<file path="src/rtl/debounce_array.sv">
// N-channel push-button debouncer: 2-FF synchroniser, stability counter, debounced level,
// press/release pulses and an optional long-press pulse with auto-repeat.
//
// state           | meaning
// RELEASED        | o_state=0, cnt=0: input low and accepted
// CONFIRM_PRESS   | o_state=0, cnt!=0: input high, counting toward acceptance
// PRESSED         | o_state=1, cnt=0: input high and accepted
// CONFIRM_RELEASE | o_state=1, cnt!=0: input low, counting toward acceptance
module debounce_array #(
    parameter int N          = 4,
    parameter int DELAY      = 100000,
    parameter int HOLD       = 0,
    parameter int REPEAT     = 0,
    parameter int ACTIVE_LOW = 0
) (
    input  logic         i_clk,
    input  logic         i_rst,
    input  logic [N-1:0] i_in,
    output logic [N-1:0] o_state,
    output logic [N-1:0] o_rise,
    output logic [N-1:0] o_fall,
    output logic [N-1:0] o_hold
);

    localparam int CW = (DELAY > 1) ? $clog2(DELAY) : 1;

    logic [N-1:0]  p;
    logic [N-1:0]  s1_q, s2_q;
    logic [N-1:0]  state_q, state_d;
    logic [N-1:0]  rise_q, rise_d;
    logic [N-1:0]  fall_q, fall_d;
    logic [CW-1:0] cnt_q [N];
    logic [CW-1:0] cnt_d [N];

    assign p = (ACTIVE_LOW != 0) ? ~i_in : i_in;

    always_comb begin
        state_d = state_q;
        rise_d  = '0;
        fall_d  = '0;
        for (int i = 0; i < N; i++) begin
            cnt_d[i] = cnt_q[i];
            if (s2_q[i] == state_q[i]) begin
                cnt_d[i] = '0;
            end else if (cnt_q[i] == CW'(DELAY - 1)) begin
                state_d[i] = ~state_q[i];
                cnt_d[i]   = '0;
                rise_d[i]  = ~state_q[i];
                fall_d[i]  = state_q[i];
            end else begin
                cnt_d[i] = cnt_q[i] + CW'(1);
            end
        end
    end

    always_ff @(posedge i_clk or posedge i_rst) begin
        if (i_rst) begin
            s1_q    <= '0;
            s2_q    <= '0;
            state_q <= '0;
            rise_q  <= '0;
            fall_q  <= '0;
            for (int i = 0; i < N; i++) cnt_q[i] <= '0;
        end else begin
            s1_q    <= p;
            s2_q    <= s1_q;
            state_q <= state_d;
            rise_q  <= rise_d;
            fall_q  <= fall_d;
            for (int i = 0; i < N; i++) cnt_q[i] <= cnt_d[i];
        end
    end

    assign o_state = state_q;
    assign o_rise  = rise_q;
    assign o_fall  = fall_q;

    generate
        if (HOLD > 0) begin : g_hold
            localparam int HMAX = (HOLD > REPEAT) ? HOLD : REPEAT;
            localparam int HW   = (HMAX > 0) ? $clog2(HMAX + 1) : 1;
            // REPEAT==0 reloads to HOLD, which is the saturation value; REPEAT>HOLD relies
            // on modular wrap, still exactly REPEAT increments back to HOLD-1.
            localparam logic [HW-1:0] RELOAD = HW'(HOLD - REPEAT);

            logic [HW-1:0] hcnt_q [N];
            logic [HW-1:0] hcnt_d [N];
            logic [N-1:0]  hold_q, hold_d;

            always_comb begin
                hold_d = '0;
                for (int i = 0; i < N; i++) begin
                    hcnt_d[i] = hcnt_q[i];
                    if (!state_q[i] || fall_d[i]) begin
                        hcnt_d[i] = '0;
                    end else if (hcnt_q[i] == HW'(HOLD - 1)) begin
                        hold_d[i] = 1'b1;
                        hcnt_d[i] = RELOAD;
                    end else if (!(REPEAT == 0 && hcnt_q[i] == HW'(HOLD))) begin
                        hcnt_d[i] = hcnt_q[i] + HW'(1);
                    end
                end
            end

            always_ff @(posedge i_clk or posedge i_rst) begin
                if (i_rst) begin
                    hold_q <= '0;
                    for (int i = 0; i < N; i++) hcnt_q[i] <= '0;
                end else begin
                    hold_q <= hold_d;
                    for (int i = 0; i < N; i++) hcnt_q[i] <= hcnt_d[i];
                end
            end

            assign o_hold = hold_q;
        end else begin : g_no_hold
            assign o_hold = '0;
        end
    endgenerate

endmodule

</file>
<file path="config.mk">
export PLATFORM = sky130hd
export DESIGN_NAME = debounce_array
export DESIGN_NICKNAME = d
export VERILOG_FILES = /design/src/rtl/debounce_array.sv
export SDC_FILE = /design/constraint.sdc
export NUM_CORES = 1
export LEC_CHECK = 0
export BUFFER_PORTS_ARGS = -buffer_cell sky130_fd_sc_hd__buf_2
export CAP_MARGIN = 20
export CORE_UTILIZATION = 35
export CTS_CLUSTER_SIZE = 28
export DETAILED_ROUTE_END_ITERATION = 16
export HOLD_SLACK_MARGIN = 0.1
export PLACE_DENSITY = 0.55
export SYNTH_ARGS = -nofsm -noshare
export SYNTH_HDL_FRONTEND = slang
export SYNTH_SLANG_ARGS = --single-unit
</file>
<file path="constraint.sdc">
create_clock -name i_clk -period 2.8 [get_ports i_clk]
set_input_delay 0.56 -clock i_clk [delete_from_list [all_inputs] [get_ports i_clk]]
set_output_delay 0.56 -clock i_clk [all_outputs]
set_load 0.03 [all_outputs]
</file>
==> run_results.csv <==
group,metric,value,unit
route,wl,7.15,mm
logic_synthesis,synth_area_leaders,"dfrtp_1 (55%), xnor2_1 (9.4%), nor2_1 (6.4%)",
sta,final.setup.tns,0,ns
sta,maxSlewViolCount,0,
power_and_ir_drop,ir_drop,329,uV
place,hpwl,4.79,mm
clocking,path_clk_slew,0.06,ns
sta,setup_viol,0,
die,dieWidth,109,um
clocking,clock-root-buffer,"clkbuf_16",
sta,fin_worst_skew,0.00387,ns
layout,finish.net_count,417,
min_path,hold_path_class,"in -> async",
sta,hold_viol,0,
power_and_ir_drop,internal-power,2.11,mW
grt,grt_pass1_vias,2605,
logic_synthesis,syn-cell-area,4020,sq um
sta,worst_pin_slew,0.625,ns
critical_path,worst_ep_required_time,2.99,ns
clocking,htreeDepth,3,
layout,diodes,0,
clocking,cts-resized-gates,0,
sta,grt_setup_unrepaired,"false",
power_and_ir_drop,powerDensity,580,nW/um^2
job,drv_cap,0,
power_and_ir_drop,fin_total_pwr,2.65,mW
logic_synthesis,synth_cells,387,
route,ant_nets,0,
clocking,cts_tree,"built",
grt,overflow,0,
critical_path,end_kind,"flop",
layout,drive_above_1_share,0.0976,
place,place_inst,536,
logic_synthesis,yosys.cell_types.count,30,
sta,holdWs,0.305,ns
logic_synthesis,ys_seq_elements,88,
place,dpl_cell_area,4250,sq um
power_and_ir_drop,switching_share,0.205,
clocking,cts.sink_count,88,
route,dr.pass1.iters,4,
logic_synthesis,ys_seq_area_frac,0.547,
clocking,clk_latency,0.33,ns
place,io_buffers,17,
grt,groute.usage.overall,0.136,
power_and_ir_drop,clkPwrFrac,0.474,
die,initial_core_util,0.365,
logic_synthesis,yosys.area.top_type,"dfrtp_1",
layout,fin_cells,550,
clocking,cts_buffer_depth,2,
power_and_ir_drop,seq_power_share,0.496,
logic_synthesis,ys_warn_count,0,
place,routabilityCongestion,0.800,
power_and_ir_drop,p_switching,0.543,mW
critical_path,path_max_fanout,16,
clocking,postCtsHoldBufs,0,
route,viasPerCell,4.99,
die,die_height,109,um
layout,area_growth,13.4,%
logic_synthesis,syn_area_per_cell,10.4,sq um
sta,max_freq,519,MHz
route,wire_per_inst,13.0,um
die,io-pin-count,22,
critical_path,start_kind,"flop",
die,row_count,38,
clocking,cts_setup_buffers,0,
route,via_count,2744,
critical_path,arrival,2.12,ns
grt,grt_max_degree,62,
sta,max_slew_margin,0.583,
power_and_ir_drop,comb_power_share,0.030,
power_and_ir_drop,p_leak,1.86,nW
route,drt-initial-drc-count,127,
grt,antenna_found_initial,0,
critical_path,path_class,"reg -> reg",
layout,final_area,4560,sq um
logic_synthesis,yosysTopAreaCellShare,0.547,
sta,fin_crit_sh,0.688,
die,die-area,11900,sq um
die,core,11000,sq um
critical_path,worst-r2r-cell-count,5,
sta,fin_crit,1.93,ns
route,drc_errors,0,
outcome,status,"finished clean",
clocking,numCtsBuffers,9,
grt,grt_pass1_wl,12.5,mm
critical path, stage by stage (launching register included):
cell     delay, ns
dfrtp_1       0.40
ha_1          0.25
and4_1        0.27
nand4_1       0.25
nand2_1       0.50
nor2_1        0.11
layout by cell type, fill, tap and decap left out, types with 7 or more instances in the layout:
cell | netlist | routed
xor2_1 | 18 | 18
nor3_1 | 17 | 17
xnor2_1 | 43 | 43
nand3_1 | 21 | 21
buf_2 | 4 | 17
clkbuf_16 | 0 | 9
nand4_1 | 22 | 22
nand2_1 | 25 | 25
nor3b_1 | 8 | 8
inv_1 | 8 | 7
nor4bb_1 | 8 | 8
nor2_1 | 69 | 69
dfrtp_1 | 88 | 88
nor4_1 | 15 | 15
flip-flops by register name, summed over array words and instances (netlist names):
name	count
o_rise	4
s2_q	4
cnt_q	68
o_fall	4
s1_q	4
o_state	4
path summary, 6_finish.rpt:
path,start,to,slack (ns)
worst max-delay path,cnt_q[51],cnt_q[55],0.87
worst min-delay path,i_rst,o_rise[0],0.30
worst max register to register,cnt_q[51],cnt_q[55],0.87
worst min register to register,s1_q[2],s2_q[2],0.35
max in group asynchronous,i_rst,cnt_q[10],1.80
min in group i_clk,i_in[2],s1_q[2],0.33
kinds of logic (layout without fill, tap and decap cells):
logic type,Yosys count,in the layout,synth area share
AND/OR/NAND/NOR,202,202,0.262
flip-flops,88,88,0.547
XOR/XNOR,61,61,0.133
buffers and inverters,21,41,0.0246
AO/OA/AOI/OAI,6,6,0.00902
adder cells (fa/ha/maj),4,4,0.0124
multiplexers,4,4,0.0112
other,1,4,0.000932
synth_stat cells:
cell      count
ha_1          4
nor2_1       69
or4_1         1
buf_2         4
a31o_2        1
and4_1        4
buf_4         4
a21oi_1       3
nor3_1       17
mux2_2        4
inv_1         8
nand2_1      25
nor3b_1       8
o21ai_0       1
xor2_1       18
nor4_1       15
or3_1         2
nor4bb_1      8
nand3_1      21
clkbuf_1      4
dfrtp_1      88
nor4b_1       4
nand4_1      22
xnor2_1      43
conb_1        1
o31ai_1       1
and3_1        4
or3_4         1
clkinv_1      1
nand4_2       1
metrics by stage:
step	setup slack (ns)	util
5_1_grt	0.663	0.414
4_1_cts	0.852	0.414
2_1_floorplan	1.22	-
3_5_place_dp	0.853	0.386
3_3_place_gp	0.900	0.386
6_report	0.875	0.414
metal layers:
metal	part of all wire	wire, um	vias up	global-route usage
li1	-	-	1373	-
met1	0.50	3590	1335	0.187
met2	0.46	3300	31	0.202
met3	0.029	208	5	0.0395
met4	0.0077	55	0	0.0514
met5	0	0	-	0
power groups by stage:
stage	clock [mW]	combinational, mW	sequential [mW]
finish	1.26	0.0793	1.31
CTS	1.29	0.0835	1.31
detailed placement	0	0.0829	1.34
floorplan	0	0.0684	1.33
global placement	0	0.0815	1.34
global route	1.34	0.0937	1.32
area by class of cell:
class / instances / area, sq um
multi-input combinational: 281 / 1730
fill: 1096 / 6470
clock inverter: 4 / 70.1
sequential: 88 / 2200
clock buffer: 10 / 239
tap: 140 / 175
timing repair buffer: 18 / 105
inverter: 9 / 37.5
Power figures use the tool's default switching activity.
